===== src/rtl/mem_pkg.sv =====
// Shared encodings and FSM state type for the MEM-stage data-cache scheduler.
package mem_pkg;

    localparam logic [2:0] MT_NONE = 3'b000;
    localparam logic [2:0] MT_LDB  = 3'b001;
    localparam logic [2:0] MT_LDH  = 3'b010;
    localparam logic [2:0] MT_LDW  = 3'b011;
    localparam logic [2:0] MT_RSVD = 3'b100;
    localparam logic [2:0] MT_STB  = 3'b101;
    localparam logic [2:0] MT_STH  = 3'b110;
    localparam logic [2:0] MT_STW  = 3'b111;

    typedef enum logic [1:0] {
        SZ_NONE = 2'd0,
        SZ_B    = 2'd1,
        SZ_H    = 2'd2,
        SZ_W    = 2'd3
    } size_e;

    typedef enum logic [2:0] {
        S_IDLE,
        S_A_REQ,
        S_A_WAIT,
        S_B_REQ,
        S_B_WAIT,
        S_DONE
    } state_e;

    function automatic logic is_store(input logic [2:0] t);
        return t[2] & (t[1:0] != 2'b00);
    endfunction

    // Reserved 3'b100 decodes to SZ_NONE through the low bits.
    function automatic size_e mem_size(input logic [2:0] t);
        return size_e'(t[1:0]);
    endfunction

endpackage


===== src/rtl/mem_req_fmt.sv =====
// Per-lane request formatter: strobes, replicated store data, misalign flag.
module mem_req_fmt
    import mem_pkg::*;
#(
    parameter int ADDR_W = 32
) (
    input  logic [2:0]        mem_type,
    input  logic [1:0]        addr_lo,
    input  logic [ADDR_W-1:0] data,
    output logic              op,
    output logic              we,
    output logic [3:0]        wstrb,
    output logic [ADDR_W-1:0] wdata,
    output logic              ale
);

    size_e             sz;
    logic [3:0]        strb;
    logic [ADDR_W-1:0] rep;

    always_comb begin
        sz   = mem_size(mem_type);
        ale  = 1'b0;
        strb = 4'b0000;
        rep  = '0;
        unique case (sz)
            SZ_B: begin
                strb = 4'b0001 << addr_lo;
                rep  = {(ADDR_W/8){data[7:0]}};
            end
            SZ_H: begin
                ale  = addr_lo[0];
                strb = 4'b0011 << {addr_lo[1], 1'b0};
                rep  = {(ADDR_W/16){data[15:0]}};
            end
            SZ_W: begin
                ale  = |addr_lo;
                strb = 4'b1111;
                rep  = data;
            end
            default: ;
        endcase
        op    = (sz != SZ_NONE) && !ale;
        we    = op && is_store(mem_type);
        wstrb = we ? strb : 4'b0000;
        wdata = we ? rep : '0;
    end

endmodule


===== src/rtl/mem_dcache_sched.sv =====
// Dual-issue MEM scheduler: serialises lane A then lane B onto one D$ port,
// stalling EX->MEM until both accesses of the bundle have responded.
module mem_dcache_sched
    import mem_pkg::*;
#(
    parameter int ADDR_W = 32
) (
    input  logic              clk,
    input  logic              rstn,
    input  logic [2:0]        MEM_mem_type_a,
    input  logic [2:0]        MEM_mem_type_b,
    input  logic [ADDR_W-1:0] MEM_alu_result_a,
    input  logic [ADDR_W-1:0] MEM_alu_result_b,
    input  logic [ADDR_W-1:0] MEM_store_data_a,
    input  logic [ADDR_W-1:0] MEM_store_data_b,
    input  logic              MEM_kill_b,
    output logic              stall_dcache,
    output logic              dc_req_valid,
    input  logic              dc_req_ready,
    output logic              dc_req_we,
    output logic [ADDR_W-1:0] dc_req_addr,
    output logic [ADDR_W-1:0] dc_req_wdata,
    output logic [3:0]        dc_req_wstrb,
    input  logic              dc_resp_valid,
    input  logic [ADDR_W-1:0] dc_resp_rdata,
    output logic [ADDR_W-1:0] MEM_ld_data_a,
    output logic [ADDR_W-1:0] MEM_ld_data_b,
    output logic              MEM_ale_a,
    output logic              MEM_ale_b
);

    logic              op_a, we_a, op_b, we_b;
    logic [3:0]        strb_a, strb_b;
    logic [ADDR_W-1:0] wd_a, wd_b;
    logic [2:0]        type_b;

    assign type_b = MEM_kill_b ? MT_NONE : MEM_mem_type_b;

    mem_req_fmt #(.ADDR_W(ADDR_W)) u_fmt_a (
        .mem_type (MEM_mem_type_a),
        .addr_lo  (MEM_alu_result_a[1:0]),
        .data     (MEM_store_data_a),
        .op       (op_a),
        .we       (we_a),
        .wstrb    (strb_a),
        .wdata    (wd_a),
        .ale      (MEM_ale_a)
    );

    mem_req_fmt #(.ADDR_W(ADDR_W)) u_fmt_b (
        .mem_type (type_b),
        .addr_lo  (MEM_alu_result_b[1:0]),
        .data     (MEM_store_data_b),
        .op       (op_b),
        .we       (we_b),
        .wstrb    (strb_b),
        .wdata    (wd_b),
        .ale      (MEM_ale_b)
    );

    state_e            state_q, state_d;
    logic              we_q, we_d;
    logic [ADDR_W-1:0] addr_q, addr_d;
    logic [ADDR_W-1:0] wdata_q, wdata_d;
    logic [3:0]        wstrb_q, wstrb_d;
    logic [ADDR_W-1:0] ld_a_q, ld_a_d;
    logic [ADDR_W-1:0] ld_b_q, ld_b_d;
    logic              load_a, load_b;

    always_comb begin
        state_d = state_q;
        we_d    = we_q;
        addr_d  = addr_q;
        wdata_d = wdata_q;
        wstrb_d = wstrb_q;
        ld_a_d  = ld_a_q;
        ld_b_d  = ld_b_q;
        load_a  = 1'b0;
        load_b  = 1'b0;
        unique case (state_q)
            S_IDLE: begin
                if (op_a) begin
                    state_d = S_A_REQ;
                    load_a  = 1'b1;
                end else if (op_b) begin
                    state_d = S_B_REQ;
                    load_b  = 1'b1;
                end
            end
            S_A_REQ: if (dc_req_ready) state_d = S_A_WAIT;
            S_A_WAIT: begin
                if (dc_resp_valid) begin
                    if (!we_q) ld_a_d = dc_resp_rdata;
                    if (op_b) begin
                        state_d = S_B_REQ;
                        load_b  = 1'b1;
                    end else begin
                        state_d = S_DONE;
                    end
                end
            end
            S_B_REQ: if (dc_req_ready) state_d = S_B_WAIT;
            S_B_WAIT: begin
                if (dc_resp_valid) begin
                    if (!we_q) ld_b_d = dc_resp_rdata;
                    state_d = S_DONE;
                end
            end
            S_DONE:  state_d = S_IDLE;
            default: state_d = S_IDLE;
        endcase
        // Request fields only change on entry to a REQ state.
        if (load_a) begin
            we_d    = we_a;
            addr_d  = {MEM_alu_result_a[ADDR_W-1:2], 2'b00};
            wdata_d = wd_a;
            wstrb_d = strb_a;
        end else if (load_b) begin
            we_d    = we_b;
            addr_d  = {MEM_alu_result_b[ADDR_W-1:2], 2'b00};
            wdata_d = wd_b;
            wstrb_d = strb_b;
        end
    end

    always_ff @(posedge clk or negedge rstn) begin
        if (!rstn) begin
            state_q <= S_IDLE;
            we_q    <= 1'b0;
            addr_q  <= '0;
            wdata_q <= '0;
            wstrb_q <= 4'b0000;
            ld_a_q  <= '0;
            ld_b_q  <= '0;
        end else begin
            state_q <= state_d;
            we_q    <= we_d;
            addr_q  <= addr_d;
            wdata_q <= wdata_d;
            wstrb_q <= wstrb_d;
            ld_a_q  <= ld_a_d;
            ld_b_q  <= ld_b_d;
        end
    end

    assign stall_dcache  = (state_q != S_IDLE && state_q != S_DONE)
                         || (state_q == S_IDLE && (op_a || op_b));
    assign dc_req_valid  = (state_q == S_A_REQ) || (state_q == S_B_REQ);
    assign dc_req_we     = we_q;
    assign dc_req_addr   = addr_q;
    assign dc_req_wdata  = wdata_q;
    assign dc_req_wstrb  = wstrb_q;
    assign MEM_ld_data_a = ld_a_q;
    assign MEM_ld_data_b = ld_b_q;

endmodule

===== config.mk =====
export PLATFORM = sky130hd
export DESIGN_NAME = mem_dcache_sched
export DESIGN_NICKNAME = d
export VERILOG_FILES = /design/src/rtl/mem_pkg.sv /design/src/rtl/mem_req_fmt.sv /design/src/rtl/mem_dcache_sched.sv
export SDC_FILE = /design/constraint.sdc
export NUM_CORES = 1
export LEC_CHECK = 0
export ABC_AREA = 0
export BUFFER_PORTS_ARGS = -buffer_cell sky130_fd_sc_hd__buf_2
export CORE_AREA = 2 2 98 172
export DETAILED_ROUTE_END_ITERATION = 8
export DIE_AREA = 0 0 100 174
export PLACE_DENSITY = 0.76
export SLEW_MARGIN = 20
export SYNTH_ARGS = -nofsm -noshare
export SYNTH_HDL_FRONTEND = slang
export SYNTH_SLANG_ARGS = --single-unit

===== constraint.sdc =====
create_clock -name clk -period 2.2 [get_ports clk]
set_input_delay 0.44 -clock clk [delete_from_list [all_inputs] [get_ports clk]]
set_output_delay 0.44 -clock clk [all_outputs]
set_load 0.02 [all_outputs]

==> out/metrics.cfg, run 1 <==
[detailed_routing]
drtPass1Iterations=5
vias_per_cell=5.37
first_iter_violations=226
routed_wl_um=19700
wire_per_inst_um=18.6
drc_errors=0
postRouteAntennaNets=0
vias=5690

[synthesis]
synth.distinct_cells=38
synth-seq-cells=134
yosysMostFrequentCell=mux2_2
synth_area_per_cell_um2=12.6
synth_cells=538
synth.cell_area_um2=6790
async_reset_ff_share_pct=100
synth_xor_area_share_pct=0
yosysSeqAreaShare_pct=49.4
synthTopCellsByArea=dfrtp_1 49%, mux2_2 30%, a21oi_1 3.1%, a22oi_1 2.1%, o22ai_1 2.0%
synth-compound-area-share_pct=12.0
synth-simple-area-share_pct=3.30
synth_top_area_share_pct=49.4
synth_flop_cell=dfrtp_1
yosysTopAreaCell=dfrtp_1
muxShareOfSynthArea_pct=31.8
synth_commonest_cells=183 x mux2_2, 134 x dfrtp_1, 42 x a21oi_1, 22 x o22ai_1, 19 x a22oi_1
synth_edf_count=0
synthAdderAreaFrac_pct=0
yosys_warnings=0
synth_top_family_by_area=multiplexers

[floorplanning]
num_rows=62
die-width_um=100
coreArea_um2=16100
die_h_um=174
dieArea_um2=17400
initial_utilization_pct=42.1
ios=308

[clock_network]
clock_sinks=134
cts_max_level=4
clockBufferDepth=2
clkTransAtPathRegs_ns=0.07
clk_latency_ns=0.42
clockRootBuffer=clkbuf_16
numCtsBuffers=17
cts_tree=built

[place]
dp.cells=1021
globalplace.congestion=0.946
place_area_um2=8710
dp_slack_ns=-0.208
io_buffers=305
dp_hpwl_um=14800

[global_route]
grt_max_degree=53
grt_pass1_vias=5853
antenna_found_initial=4
grt_overflow_total=0
grt_pass1_wl_um=30300
grt_usage_pct=22.3

[sta]
relSlewSlack_pct=30.1
hold_violations=0
tightestPinTransition_ns=1.04
final_max_slew_viol_count=0
setup_viol=0
rsz0062_at_grt=false
fin_hold_ws_ns=0.266
fin_worst_skew_ns=0.0112
post-route-min-period_ns=2.09
tns_ns=0
max_freq_mhz=478
timing.final.crit_share_pct=95.1
worst_slack_ns=0.108

[run_status]
status=finished clean

[layout]
fin_nets=1021
design_area_um2=9330
layout.cells.non_filler=1059
drive_above_1_share_pct=64.7
fin_util_pct=57.8
syn_to_final_growth_pct=37.4

[power]
p_per_area_nw_per_um2=1340
power_mw=12.5
ir_drop_uv=849
p_leak_nw=4.66

[setup_path]
critical_path_arrival_ns=2.38
startpoint=state_q[2]
cp-start-kind=flop
criticalPathCategory=flop to flop
cp-end-kind=flop
reg2reg_from=state_q[2]
cp.required_ns=2.49
crit_fanout=15

[hold_path]
hold_start=dc_resp_rdata[18]
min-delay-path-class=input port to flop

[flow_run]
drv_cap=0

worst max-delay path: stages, from the launching register on:
cell       delay, ns
dfrtp_1         0.37
or2_1           0.28
a2111oi_4       0.37
buf_4           0.32
mux2_2          0.36
mux2_2          0.26
registers in the layout, summed over array words and instances (netlist names):
signal	flops
MEM_ld_data_a	32
MEM_ld_data_b	32
dc_req_wdata	32
dc_req_addr	30
dc_req_wstrb	4
state_q	3
dc_req_we	1
worst paths after layout:
check	endpoint	slack [ns]	depth (start not counted)
worst max-delay path	dc_req_addr[27]	0.11	5
worst min-delay path	MEM_ld_data_b[18]	0.27	2
worst max register to register	dc_req_addr[27]	0.11	5
worst min register to register	dc_req_wdata[14]	0.50	1
max in group asynchronous	state_q[1]	1.03	3
min in group asynchronous	dc_req_wdata[13]	0.56	2
metal layers:
metal  vias up  part of all wire (%)  track usage (%)
met5         -                 0.066                0
met4         2                   3.3             10.2
met3        43                   7.8             6.71
met2       259                    52             39.6
met1      2740                    37             24.1
li1       2646                     -                -
cells in the final DEF (no fill, tap or decap), drive strengths merged:
cell type and count:
a2111oi 1, a21o 2, a21oi 43, a22o 10
a22oi 19, a2bb2oi 1, a31o 1, a31oi 4
a32oi 1, and2 9, buf 333, clkbuf 17
clkinv 3, clkinvlp 3, conb 2, dfrtp 134
diode 4, dlygate4sd3 1, inv 17, mux2 183
mux2i 10, nand2 5, nand3 2, nor2 10
nor2b 4, nor3 2, nor3b 2, nor4b 2
o21a 1, o21ai 7, o22ai 22, o2bb2ai 7
o31a 1, o31ai 1, o41ai 1, or2 1
or4b 1
cell type report:
type	count	area (µm²)
fillers	1399	6810
flip-flops and latches	134	3350
multi-input cells	355	3240
repair buffers	334	1880
clock buffers	17	425
well taps	192	240
clock inverters	15	153
inverters	8	30.0
diodes	4	10.0
power by group:
group | total, mW | internal (mW) | switching, mW
Clock | 2.76 | 1.51 | 1.25
Combinational | 5.60 | 2.47 | 3.13
Sequential | 4.12 | 3.59 | 0.538
repair_timing:
item                                   in CTS  in global routing
resized for setup                           1                  2
pin swaps                                   1                  0
endpoints found under the hold margin       9                  0
setup endpoints to repair                  31                 31
hold buffers                                1                  0
setup buffers                               0                  1
kinds of logic (layout without fill, tap and decap cells):
family / after synthesis / after routing
mux: 193 / 193
flops: 134 / 134
compound gates: 122 / 122
buf+inv: 50 / 374
simple gates: 38 / 38
other cells: 1 / 6
(Power assumes the default switching activity.)
==> run 2: changes to the inputs <==
Settings changed: CORE_AREA 2 2 98 172 to 2 2 102 178, DIE_AREA 0 0 100 174 to 0 0 104 180, PLACE_DENSITY 0.76 to 0.71.
==> out/metrics.cfg, run 2 (synthesized netlist as in run 1, its figures left out) <==
[layout]
syn_to_final_growth_pct=38.6
drive_above_1_share_pct=65.0  ; +0.32 points
multiInputGateArea_um2=3250  ; +0.19%
ff_latch_area_um2=3350  ; about the same
fin_nets=1029  ; +0.78%
final_common_cell=buf_2
final_cell_mix=304 x buf_2, 183 x mux2_2, 134 x dfrtp_1
fill_cells=1523  ; +8.9%
design_area_um2=9410  ; +0.86%

[sta]
final_max_slew_viol_count=0  ; unchanged
tightestPinTransition_ns=1.00  ; -0.0437 ns
timing.final.crit_share_pct=93.5  ; -1.6 points
setup_viol=0  ; unchanged
fin_hold_ws_ns=0.262  ; -0.00404 ns
max_freq_mhz=486  ; +1.7%
fin_worst_skew_ns=0.0118  ; +0.000640 ns
tns_ns=0  ; unchanged
hold_violations=0  ; unchanged
rsz0062_at_grt=false
relSlewSlack_pct=33.0  ; +2.9 points
post-route-min-period_ns=2.06  ; -0.0349 ns

[power]
switching_power_mw=4.87  ; -1.1%
pwr-share-comb_pct=44.8  ; about the same
p_leak_nw=4.68  ; +0.50%
p_per_area_nw_per_um2=1340  ; about the same
seqPwrFrac_pct=32.7  ; -0.3 points
sw_frac_of_total_pct=38.6  ; -0.76 points
internal_power_mw=7.73  ; +2.1%
power_mw=12.6  ; +0.87%
ir_drop_uv=933  ; +10%
p_clk_share_pct=22.5  ; +0.4 points

[clock_network]
clockBufferDepth=2  ; unchanged
clk_latency_ns=0.42  ; about the same
clock_sinks=134  ; unchanged
cts_setup_buffers=0  ; unchanged
clockRootBuffer=clkbuf_16
clkTransAtPathRegs_ns=0.07  ; about the same
cts_tree=built
cts_max_level=4  ; unchanged
numCtsBuffers=17  ; unchanged

[floorplanning]
coreArea_um2=17300  ; +7.2%
dieArea_um2=18700  ; +7.6%
num_rows=64  ; +3.2%
initial_utilization_pct=39.3  ; -2.8 points
ios=308  ; unchanged
die_h_um=180  ; +3.4%
die-width_um=104  ; +4.0%

[detailed_routing]
vias=5700  ; +0.18%
drtPass1Iterations=5  ; unchanged
drc_errors=0  ; unchanged
first_iter_violations=236  ; +4.4%
routed_wl_um=20100  ; +2.1%
postRouteAntennaNets=0  ; unchanged
wire_per_inst_um=18.3  ; -2.0%
vias_per_cell=5.17  ; -3.8%

[global_route]
antenna_found_initial=1  ; -3
grt_max_degree=42  ; -21%
grt_usage_pct=21.7  ; -0.68 points
grt_pass1_vias=6072  ; +3.7%
grt_overflow_total=0  ; unchanged
grt_pass1_wl_um=32000  ; +5.9%

[run_status]
status=finished clean

[flow_run]
drv_cap=0  ; unchanged

[place]
globalplace.congestion=0.887  ; -6.2%
place_area_um2=8800  ; +1.0%
io_buffers=305  ; unchanged
dp_hpwl_um=15500  ; +4.7%

[setup_path]
cpPeakStageDelay_ns=0.38  ; about the same
cp_common_cell=mux2_2
critical_path_arrival_ns=2.35  ; -0.03 ns
critPathSlowestCell=a2111oi_4
criticalPathCategory=flop to flop
cp-start-kind=flop
cp.required_ns=2.49  ; about the same
crit_chain=or2_1 > a2111oi_4 > buf_4 > mux2_2 > mux2_2
cp-end-kind=flop
crit_fanout=13  ; -2

[hold_path]
min-delay-path-class=input port to flop

run 2: cell count changes in the layout (fill, tap and decap cells not counted), moves of 2 or more:
cell / before / now
clkinv_8: 2 / 0
buf_12: 10 / 7
nand3_1: 2 / 0
clkbuf_8: 0 / 2
diode_2: 4 / 1
inv_8: 4 / 1
buf_4: 18 / 28
nand3_2: 0 / 2
run 2: metrics by stage:
stage               setup WS, ns  util [%]  std cells
CTS                       0.0365      54.4       1102
global route              0.0226      54.4       1103
floorplan                0.00812         -        539
detailed placement        -0.137      50.9       1069
global placement         -0.0959      50.9       1069
finish                     0.143      54.4       1103
run 2: area by class of cell:
| cell class | count | share of cell area (%) |
|---|---|---|
| Sequential cell | 134 | 35.6 |
| Clock buffer | 19 | 4.81 |
| Multi-Input combinational cell | 355 | 34.5 |
| Antenna cell | 1 | 0.0266 |
| Clock inverter | 13 | 1.41 |
| Inverter | 8 | 0.319 |
| Tap cell | 231 | 3.07 |
| Timing Repair Buffer | 342 | 20.2 |
run 2: critical path: cells and delay by family (launching register included):
kind | cells | cell delay, ns
simple gates | 1 | 0.27
mux | 2 | 0.62
compound gates | 1 | 0.38
buf+inv | 1 | 0.30
flops | 1 | 0.37
run 2: worst paths after layout:
kind                                    from           endpoint  slack (ns)  depth (start not counted)
setup / recovery                  state_q[2]    dc_req_addr[15]        0.14                          5
hold / removal             dc_resp_rdata[18]  MEM_ld_data_b[18]        0.26                          2
setup reg to reg                  state_q[2]    dc_req_addr[15]        0.14                          5
max in group asynchronous               rstn    dc_req_addr[27]        1.10                          3
hold reg to reg            MEM_ld_data_b[10]  MEM_ld_data_b[10]        0.50                          1
min in group asynchronous               rstn  MEM_ld_data_a[11]        0.50                          2
run 2: what timing repair did:
item,4_1_cts,5_1_grt
pin swaps,0,1
endpoints found under the hold margin,36,0
endpoints found under the setup margin,2,39
hold buffers,1,0
gates resized for setup,1,1
run 2: power groups by stage:
stage	Sequential, mW	Combinational, mW	Clock (mW)
after floorplan	5.49	2.25	0
after global placement	4.11	5.61	0
after detailed placement	4.16	5.70	0
after CTS	4.12	5.71	2.91
after global routing	4.27	6.00	3.01
final	4.12	5.65	2.83
run 2: metal layers:
metal | track usage [%] | vias to the layer above | routed length [µm]
met4 | 10.0 | 0 | 648
li1 | - | 2641 | -
met2 | 38.9 | 264 | 10600
met5 | 0 | - | 0
met3 | 6.42 | 43 | 1590
met1 | 23.1 | 2752 | 7250
